File: src/rtl/muldiv_sequencer.sv
// muldiv_sequencer
//   Iterative multiply/divide controller holding the architectural HI/LO
//   registers of a 5-stage MIPS pipeline. One shift-add (multiply) or
//   restoring-divide step is done per cycle over WIDTH cycles, followed by a
//   sign-fix cycle that writes HI/LO.
// Ports:
//   clk            rising-edge clock
//   reset          asynchronous active-low reset
//   start, op      mult(00)/multu(01)/div(10)/divu(11) issued from EX
//   a, b           rs / rt operands
//   flush          EX instruction cancelled; blocks acceptance of start
//   hi_we, lo_we   mthi / mtlo write enables, data on wdata
//   rd_req         mfhi/mflo in ID needs HI/LO
//   hi, lo         architectural HI/LO registers
//   busy           sequence in progress (RUN or FIX)
//   stall          hazard request while busy and HI/LO or the unit is needed
//   done           one-cycle pulse on the cycle HI/LO take a new result
module muldiv_sequencer #(
  parameter int unsigned WIDTH = 32
) (
  input  logic             clk,
  input  logic             reset,
  input  logic             start,
  input  logic [1:0]       op,
  input  logic [WIDTH-1:0] a,
  input  logic [WIDTH-1:0] b,
  input  logic             flush,
  input  logic             hi_we,
  input  logic             lo_we,
  input  logic [WIDTH-1:0] wdata,
  input  logic             rd_req,
  output logic [WIDTH-1:0] hi,
  output logic [WIDTH-1:0] lo,
  output logic             busy,
  output logic             stall,
  output logic             done
);

  localparam int unsigned CW = $clog2(WIDTH) + 1;

  typedef enum logic [1:0] {
    IDLE,
    RUN,
    FIX
  } state_t;

  state_t             state;
  logic [CW-1:0]      count;
  logic [2*WIDTH-1:0] acc;      // mult: {partial product, multiplier}; div: {remainder, quotient}
  logic [WIDTH-1:0]   opnd;     // mult: multiplicand magnitude; div: divisor magnitude
  logic [WIDTH-1:0]   a_raw;
  logic               is_div;
  logic               neg_q;
  logic               neg_r;
  logic               div_zero;
  logic               ovf;

  logic               sgn_op;
  logic               a_neg;
  logic               b_neg;
  logic [WIDTH-1:0]   mag_a;
  logic [WIDTH-1:0]   mag_b;
  logic [WIDTH-1:0]   most_neg;

  logic [WIDTH:0]     mul_sum;
  logic [2*WIDTH-1:0] mul_next;
  logic [WIDTH-1:0]   div_sh;
  logic               div_ge;
  logic [WIDTH-1:0]   div_diff;
  logic [2*WIDTH-1:0] div_next;

  logic [2*WIDTH-1:0] prod_neg;
  logic [WIDTH-1:0]   q_val;
  logic [WIDTH-1:0]   r_val;
  logic [WIDTH-1:0]   res_hi;
  logic [WIDTH-1:0]   res_lo;

  assign stall = busy && (start || rd_req || hi_we || lo_we);

  always_comb begin
    most_neg = '0;
    most_neg[WIDTH-1] = 1'b1;
    sgn_op = ~op[0];
    a_neg  = sgn_op & a[WIDTH-1];
    b_neg  = sgn_op & b[WIDTH-1];
    mag_a  = a_neg ? (WIDTH'(0) - a) : a;
    mag_b  = b_neg ? (WIDTH'(0) - b) : b;
  end

  // Shift-add step: add multiplicand to the upper half when the current
  // multiplier bit is set, then shift the whole accumulator right by one.
  always_comb begin
    mul_sum  = {1'b0, acc[2*WIDTH-1:WIDTH]} + {1'b0, (acc[0] ? opnd : WIDTH'(0))};
    mul_next = {mul_sum, acc[WIDTH-1:1]};
  end

  // Restoring-divide step. The (WIDTH+1)-bit shifted remainder is split into
  // its top bit and the low WIDTH bits: when the top bit is set the trial
  // subtraction always succeeds, and the true difference then fits WIDTH bits.
  always_comb begin
    div_sh   = {acc[2*WIDTH-2:WIDTH], acc[WIDTH-1]};
    div_ge   = acc[2*WIDTH-1] | (div_sh >= opnd);
    div_diff = div_sh - opnd;
    div_next = {(div_ge ? div_diff : div_sh), acc[WIDTH-2:0], div_ge};
  end

  always_comb begin
    prod_neg = (2*WIDTH)'(0) - acc;
    q_val    = acc[WIDTH-1:0];
    r_val    = acc[2*WIDTH-1:WIDTH];
    res_hi   = '0;
    res_lo   = '0;
    if (!is_div) begin
      {res_hi, res_lo} = neg_q ? prod_neg : acc;
    end else if (div_zero) begin
      res_lo = '1;
      res_hi = a_raw;
    end else if (ovf) begin
      res_lo = most_neg;
      res_hi = '0;
    end else begin
      res_lo = neg_q ? (WIDTH'(0) - q_val) : q_val;
      res_hi = neg_r ? (WIDTH'(0) - r_val) : r_val;
    end
  end

  always_ff @(posedge clk or negedge reset) begin
    if (!reset) begin
      state    <= IDLE;
      count    <= '0;
      acc      <= '0;
      opnd     <= '0;
      a_raw    <= '0;
      is_div   <= 1'b0;
      neg_q    <= 1'b0;
      neg_r    <= 1'b0;
      div_zero <= 1'b0;
      ovf      <= 1'b0;
      hi       <= '0;
      lo       <= '0;
      busy     <= 1'b0;
      done     <= 1'b0;
    end else begin
      done <= 1'b0;
      case (state)
        IDLE: begin
          if (start && !flush) begin
            state    <= RUN;
            busy     <= 1'b1;
            count    <= '0;
            is_div   <= op[1];
            neg_q    <= a_neg ^ b_neg;
            neg_r    <= a_neg;
            a_raw    <= a;
            div_zero <= op[1] && (b == '0);
            ovf      <= (op == 2'b10) && (a == most_neg) && (b == '1);
            if (op[1]) begin
              acc  <= {{WIDTH{1'b0}}, mag_a};
              opnd <= mag_b;
            end else begin
              acc  <= {{WIDTH{1'b0}}, mag_b};
              opnd <= mag_a;
            end
          end else if (!start) begin
            if (hi_we) hi <= wdata;
            if (lo_we) lo <= wdata;
          end
        end
        RUN: begin
          acc   <= is_div ? div_next : mul_next;
          count <= count + 1'b1;
          if (count == CW'(WIDTH - 1)) state <= FIX;
        end
        FIX: begin
          hi    <= res_hi;
          lo    <= res_lo;
          done  <= 1'b1;
          busy  <= 1'b0;
          state <= IDLE;
        end
        default: state <= IDLE;
      endcase
    end
  end

endmodule

File: config.mk
export PLATFORM = sky130hd
export DESIGN_NAME = muldiv_sequencer
export DESIGN_NICKNAME = d
export VERILOG_FILES = /design/src/rtl/muldiv_sequencer.sv
export SDC_FILE = /design/constraint.sdc
export NUM_CORES = 1
export LEC_CHECK = 0
export CORE_MARGIN = 3
export CORE_UTILIZATION = 40
export CTS_CLUSTER_SIZE = 10
export DETAILED_ROUTE_END_ITERATION = 8
export PLACE_DENSITY_LB_ADDON = 0.25
export SLEW_MARGIN = 30
export SYNTH_ARGS = -nofsm -noshare
export SYNTH_HDL_FRONTEND = slang
export SYNTH_SLANG_ARGS = --single-unit
File: constraint.sdc
create_clock -name clk -period 3.4 [get_ports clk]
set_input_delay 1.02 -clock clk [delete_from_list [all_inputs] [get_ports clk]]
set_output_delay 1.02 -clock clk [all_outputs]
set_load 0.01 [all_outputs]
==> flow_metrics.env <==
export IMPL_status="complete, no violations"
export IMPL_numCtsBuffers=26
export IMPL_design_area_sq_um=22600
export IMPL_synth_area_per_cell_sq_um=7.66
export IMPL_wire_per_inst_um=22.9
export IMPL_worst_ep_required_time_ns=2.38
export IMPL_arrival_ns=2.37
export IMPL_crit_fanout=2
export IMPL_synth_async_reset_ratio_pct=100
export IMPL_synthDistinctLibCells=81
export IMPL_fin_worst_skew_ns=0.0136
export IMPL_place_gp_congestion=0.991
export IMPL_drtIter0Drc=2208
export IMPL_synth_area_top_cells="dfrtp_1 (30%), nand2_1 (7.0%), a21oi_1 (5.9%)"
export IMPL_antenna_found_initial=2
export IMPL_p_leak_nw=9.78
export IMPL_min_delay_start="hi[31]$_DFFE_PN0P_"
export IMPL_synth_edf_count=0
export IMPL_synthMostInstantiatedCell="nand2_1"
export IMPL_clk_latency_ns=0.55
export IMPL_crit_start="start"
export IMPL_r2r_start="acc[16]$_DFFE_PN0P_"
export IMPL_nets=2799
export IMPL_tightest_slew_ns=0.980
export IMPL_fmax_mhz=295
export IMPL_vias=19000
export IMPL_synth_top_area_share_pct=29.8
export IMPL_yosysTopAreaCell="dfrtp_1"
export IMPL_synth_flop_cell="dfrtp_1"
export IMPL_rsz0062_at_grt="no"
export IMPL_antennaDiodeCount=0
export IMPL_endpoint_kind="output port"
export IMPL_post_route_util_pct=53.2
export IMPL_die_x_um=215
export IMPL_first_pass_iters=9
export IMPL_synth_seq_cells=207
export IMPL_slew_headroom_pct=34.6
export IMPL_setup_violations=0
export IMPL_dpl_cell_area_sq_um=21700
export IMPL_worst_setup_path_start_kind="primary input"
export IMPL_grt_max_degree=91
export IMPL_antenna_left=0
export IMPL_hold_class="reg2reg"
export IMPL_crit_type="in2out"
export IMPL_syn2layout_area_growth_pct=29.9
export IMPL_rows=75
export IMPL_coreArea_sq_um=42500
export IMPL_grt_usage_pct=30.7
export IMPL_r2r_slack_ns=0.13
export IMPL_ys_warn_count=0
export IMPL_grt_pass1_wl_um=111000
export IMPL_htreeDepth=1
export IMPL_finalHoldViolCount=0
export IMPL_layout_cells_non_filler=3210
export IMPL_cts_sinks=207
export IMPL_max_vdd_ir_drop_mv=0.412
export IMPL_drc_errors=0
export IMPL_fin_crit_sh_pct=99.6
export IMPL_grt_ovfl_total=0
export IMPL_wirelength_um=73600
export IMPL_drive_gt1_share_pct=15.6
export IMPL_syn_inst=2273
export IMPL_cts_tree="built"
export IMPL_dp_cells=3164
export IMPL_start_util_pct=41.0
export IMPL_syn_area_sq_um=17400
export IMPL_synthTopCellsByCount="nand2_1 (327), nor2_1 (231), dfrtp_1 (207), a21oi_1 (206), o21ai_0 (185)"
export IMPL_ys_seq_area_share_pct=29.8
export IMPL_p_total_mw=20.6
export IMPL_clkTransAtPathRegs_ns=0.06
export IMPL_drv_slew=0
export IMPL_dpl_hpwl_um=57700
export IMPL_grt_pass1_vias=18100
export IMPL_viasPerCell=5.93
export IMPL_clk_path_buf_depth=3
export IMPL_fp_dieArea_sq_um=46100
export IMPL_io_pin_count=172
export IMPL_syn_num_nets=2450
export IMPL_portBuffers=171
export IMPL_die_y_um=215
export IMPL_cts_root_buf="clkbuf_16"
export IMPL_powerDensity_nw_per_um2=909
export IMPL_fin_crit_ns=3.39
export IMPL_drv_cap=0
metal layers:
metal	GRT usage [%]	share of wire, %
met1	42.9	43
met2	46.7	43
met3	5.60	8.7
met4	12.8	4.9
met5	0	0
critical path: stages:
cell             delay [ns]
clkdlybuf4s50_1        0.44
o41a_1                 0.43
clkdlybuf4s50_1        0.48
layout make-up:
type / instances / area, sq um
Inverter: 64 / 240
Sequential cell: 207 / 5180
Timing Repair Buffer: 482 / 4220
Clock inverter: 5 / 50.0
Fill cell: 4117 / 19900
Tap cell: 577 / 722
Multi-Input combinational cell: 1841 / 11500
Clock buffer: 34 / 712
cell families after synthesis:
family / synth area share, %
AOI/OAI and AO/OA: 25.7
xor gates and xnor gates: 10.0
adders and majority gates: 5.26
buffers and inverters: 5.12
DFF: 29.8
muxes: 2.77
and+or+nand+nor: 21.4
final timing paths:
path | end | cells past startpoint
setup / recovery | stall | 3
hold / removal | hi[31]$_DFFE_PN0P_ | 2
setup reg to reg | hi[15]$_DFFE_PN0P_ | 11
hold reg to reg | hi[31]$_DFFE_PN0P_ | 2
max in group asynchronous | lo[2]$_DFFE_PN0P_ | 2
min in group asynchronous | count[3]$_DFFE_PN0P_ | 1
placed cells by master, fill, tap and decap left out, types with 70 or more instances in the layout:
cell type,count
dfrtp_1,205
nand2_1,326
a21oi_1,203
ha_1,70
xnor2_1,109
xor2_1,89
o21ai_0,180
buf_4,297
nor2_1,228
clkdlybuf4s50_1,165
stage by stage:
| step | worst slack [ns] | TNS [ns] | hold slack (ns) |
|---|---|---|---|
| global placement | -0.612 | -14.36 | 0.460 |
| floorplan | 0.0185 | 0 | 0.446 |
| CTS | 0.00137 | 0 | 0.478 |
| detailed placement | -0.618 | -14.38 | 0.466 |
| global route | 0.00230 | 0 | 0.501 |
| finish | 0.0133 | 0 | 0.475 |
flip-flops by register name, summed over array words and instances (netlist names):
| register | count |
|---|---|
| acc | 64 |
| opnd | 32 |
| state | 2 |
| is_div | 1 |
| hi | 32 |
| a_raw | 32 |
| neg_r | 1 |
| ovf | 1 |
| lo | 32 |
| done | 1 |
| busy | 1 |
| count | 6 |
| div_zero | 1 |
| neg_q | 1 |
timing repair:
action / 4_1_cts / 5_1_grt
gates cloned: 1 / 0
resized for setup: 3 / 31
setup endpoints to repair: 10 / 40
pin swaps: 6 / 16
hold buffers: 0 / 0
setup buffers: 2 / 4
where the power goes:
group / internal, mW / switching, mW / leakage [nW]
Sequential: 3.39 / 0.952 / 2.51
Combinational: 6.00 / 7.59 / 6.89
Clock: 1.52 / 1.11 / 0.377
Total: 10.9 / 9.65 / 9.78
No activity file was read; power rests on OpenSTA's default activity.
